`src/rtl/axis_pkg.sv`:
```
// Shared definitions for the AXI4-Stream FIFO reader slice.
//   - data_bits(): stream data width in bits, derived from the byte count
//   - buf_state_e: occupancy encoding of the two-entry output buffer
//   - BEAT_CNT_W:  width of the packet beat counter used for tlast framing
package axis_pkg;

  localparam int unsigned BEAT_CNT_W = 16;

  typedef enum logic [1:0] {
    ST_EMPTY = 2'd0,
    ST_ONE   = 2'd1,
    ST_TWO   = 2'd2
  } buf_state_e;

  function automatic int unsigned data_bits(input int unsigned n_bytes);
    return 8 * n_bytes;
  endfunction

endpackage

```
`src/rtl/axis_skid_buffer.sv`:
```
// Two-entry output buffer (main + skid) for the FIFO reader.
// Absorbs the FIFO read latency so a word already in flight always has a
// slot, even if the consumer stalls in the same cycle.
//
// Ports:
//   aclk, aresetn  clock, asynchronous active-low reset
//   in_valid       capture strobe (FIFO read data valid this cycle)
//   in_data        payload to capture ({keep, data})
//   out_ready      downstream ready
//   out_valid      main entry valid (registered)
//   out_data       main entry payload (registered)
//   held           number of buffered entries (0..2)
//
// state    | meaning
// ---------+------------------------------------------
// ST_EMPTY | nothing buffered
// ST_ONE   | main valid, skid free
// ST_TWO   | main and skid valid; skid drains into main on fire
module axis_skid_buffer
  import axis_pkg::*;
#(
  parameter int unsigned W = 36
) (
  input  logic         aclk,
  input  logic         aresetn,
  input  logic         in_valid,
  input  logic [W-1:0] in_data,
  input  logic         out_ready,
  output logic         out_valid,
  output logic [W-1:0] out_data,
  output logic [1:0]   held
);

  buf_state_e   state_q;
  logic [W-1:0] main_q;
  logic [W-1:0] skid_q;
  logic         main_v_q;
  logic         fire;

  assign fire      = main_v_q & out_ready;
  assign out_valid = main_v_q;
  assign out_data  = main_q;
  assign held      = {state_q == ST_TWO, state_q == ST_ONE};

  always_ff @(posedge aclk or negedge aresetn) begin
    if (!aresetn) begin
      state_q  <= ST_EMPTY;
      main_q   <= '0;
      skid_q   <= '0;
      main_v_q <= 1'b0;
    end else begin
      case (state_q)
        ST_EMPTY: begin
          if (in_valid) begin
            main_q   <= in_data;
            main_v_q <= 1'b1;
            state_q  <= ST_ONE;
          end
        end
        ST_ONE: begin
          if (in_valid && fire) begin
            main_q <= in_data;
          end else if (in_valid) begin
            skid_q  <= in_data;
            state_q <= ST_TWO;
          end else if (fire) begin
            main_v_q <= 1'b0;
            state_q  <= ST_EMPTY;
          end
        end
        ST_TWO: begin
          // Capture without fire cannot happen here: the read-issue rule in
          // the parent never lets a third word be in flight.
          if (fire) begin
            main_q <= skid_q;
            if (in_valid) begin
              skid_q <= in_data;
            end else begin
              state_q <= ST_ONE;
            end
          end
        end
        default: begin
          state_q  <= ST_EMPTY;
          main_v_q <= 1'b0;
        end
      endcase
    end
  end

endmodule

```
`src/rtl/axis_fifo_reader.sv`:
```
// AXI4-Stream master draining a synchronous FIFO (one-cycle read latency).
// Issues pops only when the two-entry output buffer is guaranteed to have a
// slot for the word when it arrives, and sustains one beat per cycle while
// the consumer is ready.
//
// Optional feature macro: AXIS_TLAST_EN
//   defined   - 16-bit beat counter frames packets of PKT_LEN beats on tlast
//   undefined - m_axis_tlast tied low, no counter
//
// Ports:
//   aclk, aresetn   clock, asynchronous active-low reset
//   empty           FIFO empty flag
//   rd_data/rd_keep FIFO read data and byte strobes, valid a cycle after r_en
//   r_en            FIFO pop request (combinational)
//   m_axis_*        outbound stream (tdata, tkeep, tvalid, tlast, tready)
module axis_fifo_reader
  import axis_pkg::*;
#(
  parameter  int unsigned t_data_w  = 4,
  parameter  int unsigned PKT_LEN   = 16,
  localparam int unsigned DATA_BITS = data_bits(t_data_w)
) (
  input  logic                 aclk,
  input  logic                 aresetn,
  input  logic                 empty,
  input  logic [DATA_BITS-1:0] rd_data,
  input  logic [t_data_w-1:0]  rd_keep,
  output logic                 r_en,
  output logic [DATA_BITS-1:0] m_axis_tdata,
  output logic [t_data_w-1:0]  m_axis_tkeep,
  output logic                 m_axis_tvalid,
  output logic                 m_axis_tlast,
  input  logic                 m_axis_tready
);

  if (PKT_LEN < 1 || PKT_LEN > 65535) begin : g_pkt_len_bad
    $error("axis_fifo_reader: PKT_LEN must be in 1..65535");
  end

  localparam int unsigned PAY_W = DATA_BITS + t_data_w;

  logic             fire;
  logic             inflight;
  logic [1:0]       held;
  logic [2:0]       occ;
  logic [2:0]       limit;
  logic [PAY_W-1:0] buf_out;

  assign fire = m_axis_tvalid & m_axis_tready;

  // held + inflight - fire < 2, rearranged to avoid unsigned underflow.
  assign occ   = {1'b0, held} + {2'b00, inflight};
  assign limit = 3'd2 + {2'b00, fire};
  assign r_en  = aresetn & ~empty & (occ < limit);

  always_ff @(posedge aclk or negedge aresetn) begin
    if (!aresetn) begin
      inflight <= 1'b0;
    end else begin
      inflight <= r_en;
    end
  end

  axis_skid_buffer #(
    .W (PAY_W)
  ) u_buf (
    .aclk      (aclk),
    .aresetn   (aresetn),
    .in_valid  (inflight),
    .in_data   ({rd_keep, rd_data}),
    .out_ready (m_axis_tready),
    .out_valid (m_axis_tvalid),
    .out_data  (buf_out),
    .held      (held)
  );

  assign m_axis_tdata = buf_out[DATA_BITS-1:0];
  assign m_axis_tkeep = buf_out[PAY_W-1:DATA_BITS];

`ifdef AXIS_TLAST_EN
  localparam logic [BEAT_CNT_W-1:0] LAST_IDX = BEAT_CNT_W'(PKT_LEN - 1);

  logic [BEAT_CNT_W-1:0] beat_cnt_q;
  logic [BEAT_CNT_W-1:0] beat_cnt_nxt;
  logic                  main_valid_nxt;
  logic                  tlast_q;

  // The main entry always holds the next beat to fire, so its index is the
  // number of fires so far modulo PKT_LEN.
  always_comb begin
    beat_cnt_nxt = beat_cnt_q;
    if (fire) begin
      beat_cnt_nxt = (beat_cnt_q == LAST_IDX) ? '0 : beat_cnt_q + BEAT_CNT_W'(1);
    end
  end

  assign main_valid_nxt = inflight | held[1] | (m_axis_tvalid & ~m_axis_tready);

  always_ff @(posedge aclk or negedge aresetn) begin
    if (!aresetn) begin
      beat_cnt_q <= '0;
      tlast_q    <= 1'b0;
    end else begin
      beat_cnt_q <= beat_cnt_nxt;
      tlast_q    <= main_valid_nxt & (beat_cnt_nxt == LAST_IDX);
    end
  end

  assign m_axis_tlast = tlast_q;
`else
  assign m_axis_tlast = 1'b0;
`endif

endmodule
```
`config.mk`:
```
export PLATFORM = sky130hd
export DESIGN_NAME = axis_fifo_reader
export DESIGN_NICKNAME = d
export VERILOG_FILES = /design/src/rtl/axis_pkg.sv /design/src/rtl/axis_skid_buffer.sv /design/src/rtl/axis_fifo_reader.sv
export SDC_FILE = /design/constraint.sdc
export NUM_CORES = 1
export LEC_CHECK = 0
export CAP_MARGIN = 0
export CORE_MARGIN = 3
export CORE_UTILIZATION = 40
export CTS_BUF_LIST = sky130_fd_sc_hd__clkbuf_4 sky130_fd_sc_hd__clkbuf_8 sky130_fd_sc_hd__clkbuf_16
export CTS_CLUSTER_DIAMETER = 200
export CTS_CLUSTER_SIZE = 16
export DETAILED_ROUTE_END_ITERATION = 16
export MAX_ROUTING_LAYER = met4
export PLACE_DENSITY = 0.73
export SLEW_MARGIN = 15
export SYNTH_ARGS = -nofsm -noshare
export SYNTH_HDL_FRONTEND = slang
export SYNTH_HIERARCHICAL = 1
export SYNTH_SLANG_ARGS = --single-unit
```
`constraint.sdc`:
```
create_clock -name aclk -period 2.35 [get_ports aclk]
set_input_delay 0.235 -clock aclk [delete_from_list [all_inputs] [get_ports aclk]]
set_output_delay 0.235 -clock aclk [all_outputs]
set_load 0.02 [all_outputs]
```
-- After elaboration in Yosys (flattened, before gate mapping)
Index checks and enable logic that the tools add are counted.
- bits of input ports: 40
- word-level logic and storage cells: 51
- output and inout bits: 39
- flip-flop bits (word level): 76
- $add $sub $neg: 2
- eq/ne operators: 10
- mux-type cells: 20
- reduce and logical (&&, ||, !) cells: 8
- bitwise gates (word level): 5
- order comparisons: 1
- operators by type and width (operator ; count):
    2-to-1 mux 36 bit ; 6
    case mux 36 bit (3 select lines) ; 1
    case mux 36 bit (2 select lines) ; 1
    2-to-1 mux 2 bit ; 6
    != test 2 bit, second input constant ; 6
    AND reduction 5 bit ; 2
    case mux 2 bit (3 select lines) ; 1
    2-to-1 mux 1 bit ; 4
    AND reduction 4 bit ; 1
    adder 2 x 1 -> 3 bit ; 1
    adder 2 x 1 -> 3 bit, first input constant ; 1
    bitwise AND 1 bit ; 3
    < comparator 3 bit ; 1
    != test 3 bit, second input constant ; 1
    case mux 1 bit (3 select lines) ; 1
    AND reduction 3 bit ; 1
    nonzero test 3 bit ; 1
    equality test 2 x 1 -> 1 bit, second input constant ; 1
    equality test 2 bit, second input constant ; 1
    zero test 2 bit ; 1
    != test 2 x 1 -> 1 bit, second input constant ; 1
    NOT 1 bit ; 2
    nonzero test 2 bit ; 1
    logical AND 1 bit ; 1

-- Depth between registers and ports, before layout
Gate-level depths: netlist of run 1.
- depth after elaboration: 5
- depth in mapped cells: 6
- gate-level depth less buffers: 4

-- Cells and area by module
Netlist of run 1, hierarchy kept.
- by module, submodules not included (module ; area each (sq um) ; cells an instance ; seq. area each (sq um) ; times used):
    axis_skid_buffer ; 3646.0 ; 212 ; 1876.8 ; 1
    axis_fifo_reader ; 100.1 ; 8 ; 25.0 ; 1

-- Worst setup path before layout of run 1
OpenSTA, ideal clock, no wires.
- path kind: register to output
- start point: register u_buf.state_q[0]
- end point: output r_en
- slack: 304 ps
- path buffers: 2
- stages on the path, launching flop included: 7
- arrival: 1811 ps
- data required time: 2115 ps
- cells stage by stage: dfrtp_1 -> nand2b_2 -> inv_2 -> buf_6 -> buf_6 -> ha_1 -> a2111oi_2
- longest elaborated chain between the ends: 4
- elaborated cells on any way between the ends: 5
- those cells by class: add/sub: 1; order compare: 1; eq/ne: 2; bitwise: 1
- RTL lines (item ; RTL line ; source):
    start, declared ; axis_skid_buffer.sv:34 ; buf_state_e state_q;
    start signal, assigned ; axis_skid_buffer.sv:47 ; state_q <= ST_EMPTY;
    start signal, assigned ; axis_skid_buffer.sv:57 ; state_q <= ST_ONE;
    start signal, assigned ; axis_skid_buffer.sv:65 ; state_q <= ST_TWO;
    equality test 2 bit ; axis_skid_buffer.sv:43 ; assign held = {state_q == ST_TWO, state_q == ST_ONE};
    net held[1] ; axis_fifo_reader.sv:44 ; logic [1:0] held;
    adder 2 x 1 -> 3 bit ; axis_fifo_reader.sv:52 ; assign occ = {1'b0, held} + {2'b00, inflight};
    < comparator 3 bit ; axis_fifo_reader.sv:54 ; assign r_en = aresetn & ~empty & (occ < limit);
    bitwise AND 1 bit ; axis_fifo_reader.sv:54 ;
    end, declared ; axis_fifo_reader.sv:28 ; output logic r_en,
The timed path passes the listed nets, and every way through them passes these cells.

-- Worst setup path after layout of run 1
- start point: register u_buf.state_q[0]
- end point: output r_en
- longest elaborated chain between the ends: 4
- elaborated cells on any way between the ends: 5
- those cells by class: add/sub: 1; order compare: 1; eq/ne: 2; bitwise: 1
- RTL lines (item ; RTL line):
    equality test 2 x 1 -> 1 bit ; axis_skid_buffer.sv:43
    net held[0] ; axis_fifo_reader.sv:44
    adder 2 x 1 -> 3 bit ; axis_fifo_reader.sv:52
    < comparator 3 bit ; axis_fifo_reader.sv:54
    bitwise AND 1 bit ; axis_fifo_reader.sv:54
The timed path passes the listed nets, and every way through them passes these cells.

==> implementation parameters, run 1 <==
Parameter                              Value

STA
  Highest Clock Rate ... about 460 MHz
  Minimum clock period ... ~2.2 ns
  Worst Hold Margin ... 0.253 ns
  Remaining max-slew budget at the tightest pin ... 0.440
  Final number of max-transition violations ... 0
  Worst Skew ... just over 0.009 ns
  Final Hold Vio Count ... 0
  Period utilization ... 0.935
  Finish-stage setup viols ... 0
  Worst slew pin tran ... approximately 0.84 ns
  Total negative slack for setup checks ... 0 ns
  RSZ-0062 raised after global routing ... no
  Final WS setup ... 0.153 ns

Setup path
  Kind of start point of the critical path ... register
  CP max-delay cell ... sky130_fd_sc_hd__dfrtp_1
  Reg2reg path depth ... 6
  Crit path max fanout ... 5
  Cells along the critical path ... nor2b_1, ha_1, nand3b_4, a2111oi_2, buf_2
  CP endpoint kind ... output port
  Kind of cell adding the most delay to the critical path ... flip-flops
  Worst path buffer plus inverter count ... 1
  Worst stage delay on the critical path ... between 0.4 and 0.5 ns
  Critical path data arrival time ... 1.96 ns
  Count of cell instances traversed by the critical path ... 5
  Type of the worst setup path ... reg -> out
  Worst EP required ... 2.12 ns

Clock tree
  CTS Buffer Depth ... 2
  CTS root buffer ... sky130_fd_sc_hd__clkbuf_8
  Worst-skew pair later-pin latency ... approximately 0.35 ns
  TritonCTS clock tree ... built
  Deepest level of the CTS H-tree ... 3
  TritonCTS Sinks ... between 70 and 80
  Buffer count from post-CTS setup fixing ... 0
  Cts bufs inserted ... 9
  Clock transition at path regs ... approximately 0.090 ns

Logic synthesis
  Number of enable flip-flop cells after synthesis ... 0
  Post-synthesis average cell area ... 17.0 um2
  Most frequent cell after synthesis ... sky130_fd_sc_hd__dfrtp_1
  Share of the synthesized area in the top cell type ... 0.508
  Instance count of the mapped netlist ... 220
  Predominant post-synthesis flop cell ... sky130_fd_sc_hd__dfrtp_1
  Commonest cells in the netlist ... sky130_fd_sc_hd__dfrtp_1 (76), sky130_fd_sc_hd__mux2_4 (66), sky130_fd_sc_hd__mux2_2 (39), sky130_fd_sc_hd__buf_8 (6), sky130_fd_sc_hd__buf_6 (4)
  Distinct cells, synth ... 29
  Synthesized net count ... between 200 and 300
  Count of state elements after synthesis ... 76
  Leading cell types by total area after synthesis ... sky130_fd_sc_hd__dfrtp_1 (51%), sky130_fd_sc_hd__mux2_4 (26%), sky130_fd_sc_hd__mux2_2 (12%)
  Area of the mapped netlist ... 3750 um2
  Sequential area share after synthesis ... 0.508
  Post-synth ARST share ... 1.00
  Total of warnings raised by yosys ... 6
  Cell type contributing the most total cell area after synthesis ... sky130_fd_sc_hd__dfrtp_1

Finish
  Layout cell share with drive strength beyond 1 ... 0.452
  Diode count ... 0
  Total of fill cells in the finished design ... 731
  Multi-input logic area ... 1690 um2
  Area added between synthesis and finish ... 29.2%
  Nets ... 349
  Sequential Area ... roughly 1900 um2

Power and ir drop
  Net switching fraction of the power ... 0.312
  Portion of total power attributed to sequential cells ... 0.368
  Static Leak ... around 2.2 nW
  Total net switching power ... a little under 2 mW
  Pwr dens ... roughly 1300 nW/um2
  Proportion of power drawn by combinational gates ... 0.456
  Internal power summed over all cells ... between 4 and 5 mW
  Part of the power in the clock network ... 0.175
  Worst voltage drop across the vdd grid ... between 600 and 700 uV

Global route
  Number of global-route vias before repair ... 2250
  All-layer global routing usage ... 0.146
  First-pass GRT wire length ... roughly 12 mm
  Initial antenna violation count ... 0
  Residual overflow from global routing ... 0
  Pin count of the biggest net entering global routing ... between 60 and 70

Route
  Mean routed wirelength per cell ... about 16 um
  Antenna Violating Nets Remaining ... 0
  Sum of routed wire length over all layers ... about 6.9 mm
  1st-iter DRT viols ... 35
  Number of vias after detailed routing ... between 2k and 2.5k
  First-pass iteration count of the detailed router ... 4
  DRC errors left ... 0
  Vias/cell ... 4.87

Outcome
  Run status ... completed

Job
  Max cap viols ... 0

Placement
  Gpl congestion ... roughly 0.69
  Input/output buffers ... between 70 and 80
  Post-Place Setup Slack ... 0.0675 ns
  Placed wire-length estimate after detailed placement ... approximately 4.5 mm

Die
  Die H ... about 100 um
  Standard-cell rows ... 34
  Initial core utilization ... 0.421
  Total die area ... around 11000 um2
  I/O pins ... 79
  Core Area ... 8890 um2
  Chip width ... a little over 100 um

Min path
  Hold crit path type ... in -> async
[stage by stage]
| step | util | instances | area, um2 | power, mW |
|---|---|---|---|---|
| 6_report | 0.544 | 420 | 4840 | 6.34 |
| 5_1_grt | 0.544 | 420 | 4840 | 6.70 |
| 4_1_cts | 0.545 | 420 | 4840 | 6.42 |
| 3_5_place_dp | 0.519 | 403 | 4610 | 5.26 |
| 3_3_place_gp | 0.519 | 403 | 4610 | 5.21 |
| 2_1_floorplan | - | 220 | 3750 | 4.27 |
[what timing repair did]
item	4_1_cts	5_1_grt
gates resized for setup	4	1
endpoints found under the hold margin	9	0
hold buffers	1	0
endpoints found under the setup margin	1	1
[state kept, by name (all words and copies together) (netlist names)]
| name | flops |
|---|---|
| u_buf/out_data | 36 |
| u_buf/skid_q | 36 |
| inflight | 1 |
| u_buf/out_valid | 1 |
| u_buf/state_q | 2 |
[cells by family after synthesis]
kind of cell,share of synthesized area
muxes,0.393
DFF,0.508
AOI/OAI and AO/OA,0.0274
buffers and inverters,0.0401
and+or+nand+nor,0.0237
other,0.00100
adders and majority gates,0.00668
[layer usage]
| layer | GRT usage | share of wire | up-vias |
|---|---|---|---|
| met5 | - | 0 | - |
| met4 | 0.0538 | 0.010 | 0 |
| met3 | 0.0386 | 0.048 | 8 |
| met2 | 0.216 | 0.47 | 53 |
| met1 | 0.195 | 0.48 | 1028 |
| li1 | - | - | 956 |
[cell type report]
cell class | count | share of cell area
well taps | 108 | 0.0279
flip-flops and latches | 76 | 0.393
multi-input cells | 131 | 0.350
inverters | 2 | 0.00155
clock buffers | 9 | 0.0256
repair buffers | 87 | 0.182
clock inverters | 7 | 0.0202
[path summary, 6_finish.rpt]
kind	start	end	slack, ns
setup / recovery	u_buf/state_q[0]	r_en	0.15
hold / removal	aresetn	u_buf/out_data[9]	0.25
setup reg to reg	u_buf/state_q[0]	u_buf/out_data[34]	0.20
hold reg to reg	u_buf/skid_q[2]	u_buf/skid_q[2]	0.50
max in group asynchronous	aresetn	u_buf/skid_q[19]	1.02
min in group aclk	empty	inflight	0.44
[placed cells by master, fill, tap and decap left out, drive strengths merged, types with 2 or more instances in the layout]
cell type      instances
buf                   11
clkdlybuf4s50         75
clkinvlp               2
nand3b                 2
nand2b                 3
inv                    4
mux2                 108
dfrtp                 76
nor2b                  2
bufinv                 2
clkbuf                 9
ha                     2
o21ai                  2
[power by group through the flow]
stage	Combinational [mW]	Clock, mW	Sequential, mW
5_1_grt	3.07	1.20	2.42
4_1_cts	2.93	1.15	2.34
3_5_place_dp	2.91	0	2.35
6_report	2.89	1.11	2.34
3_3_place_gp	2.87	0	2.34
2_1_floorplan	1.59	0	2.68
No activity file was read; power rests on OpenSTA's default activity.
==> inputs of run 2 (changes only) <==
- CAP_MARGIN: 0 -> not set
- CTS_BUF_LIST: sky130_fd_sc_hd__clkbuf_4 sky130_fd_sc_hd__clkbuf_8 sky130_fd_sc_hd__clkbuf_16 -> sky130_fd_sc_hd__clkbuf_8 sky130_fd_sc_hd__clkbuf_16
==> results of run 2 <==
No change in the layout: final DEF, timing and power equal those of run 1.
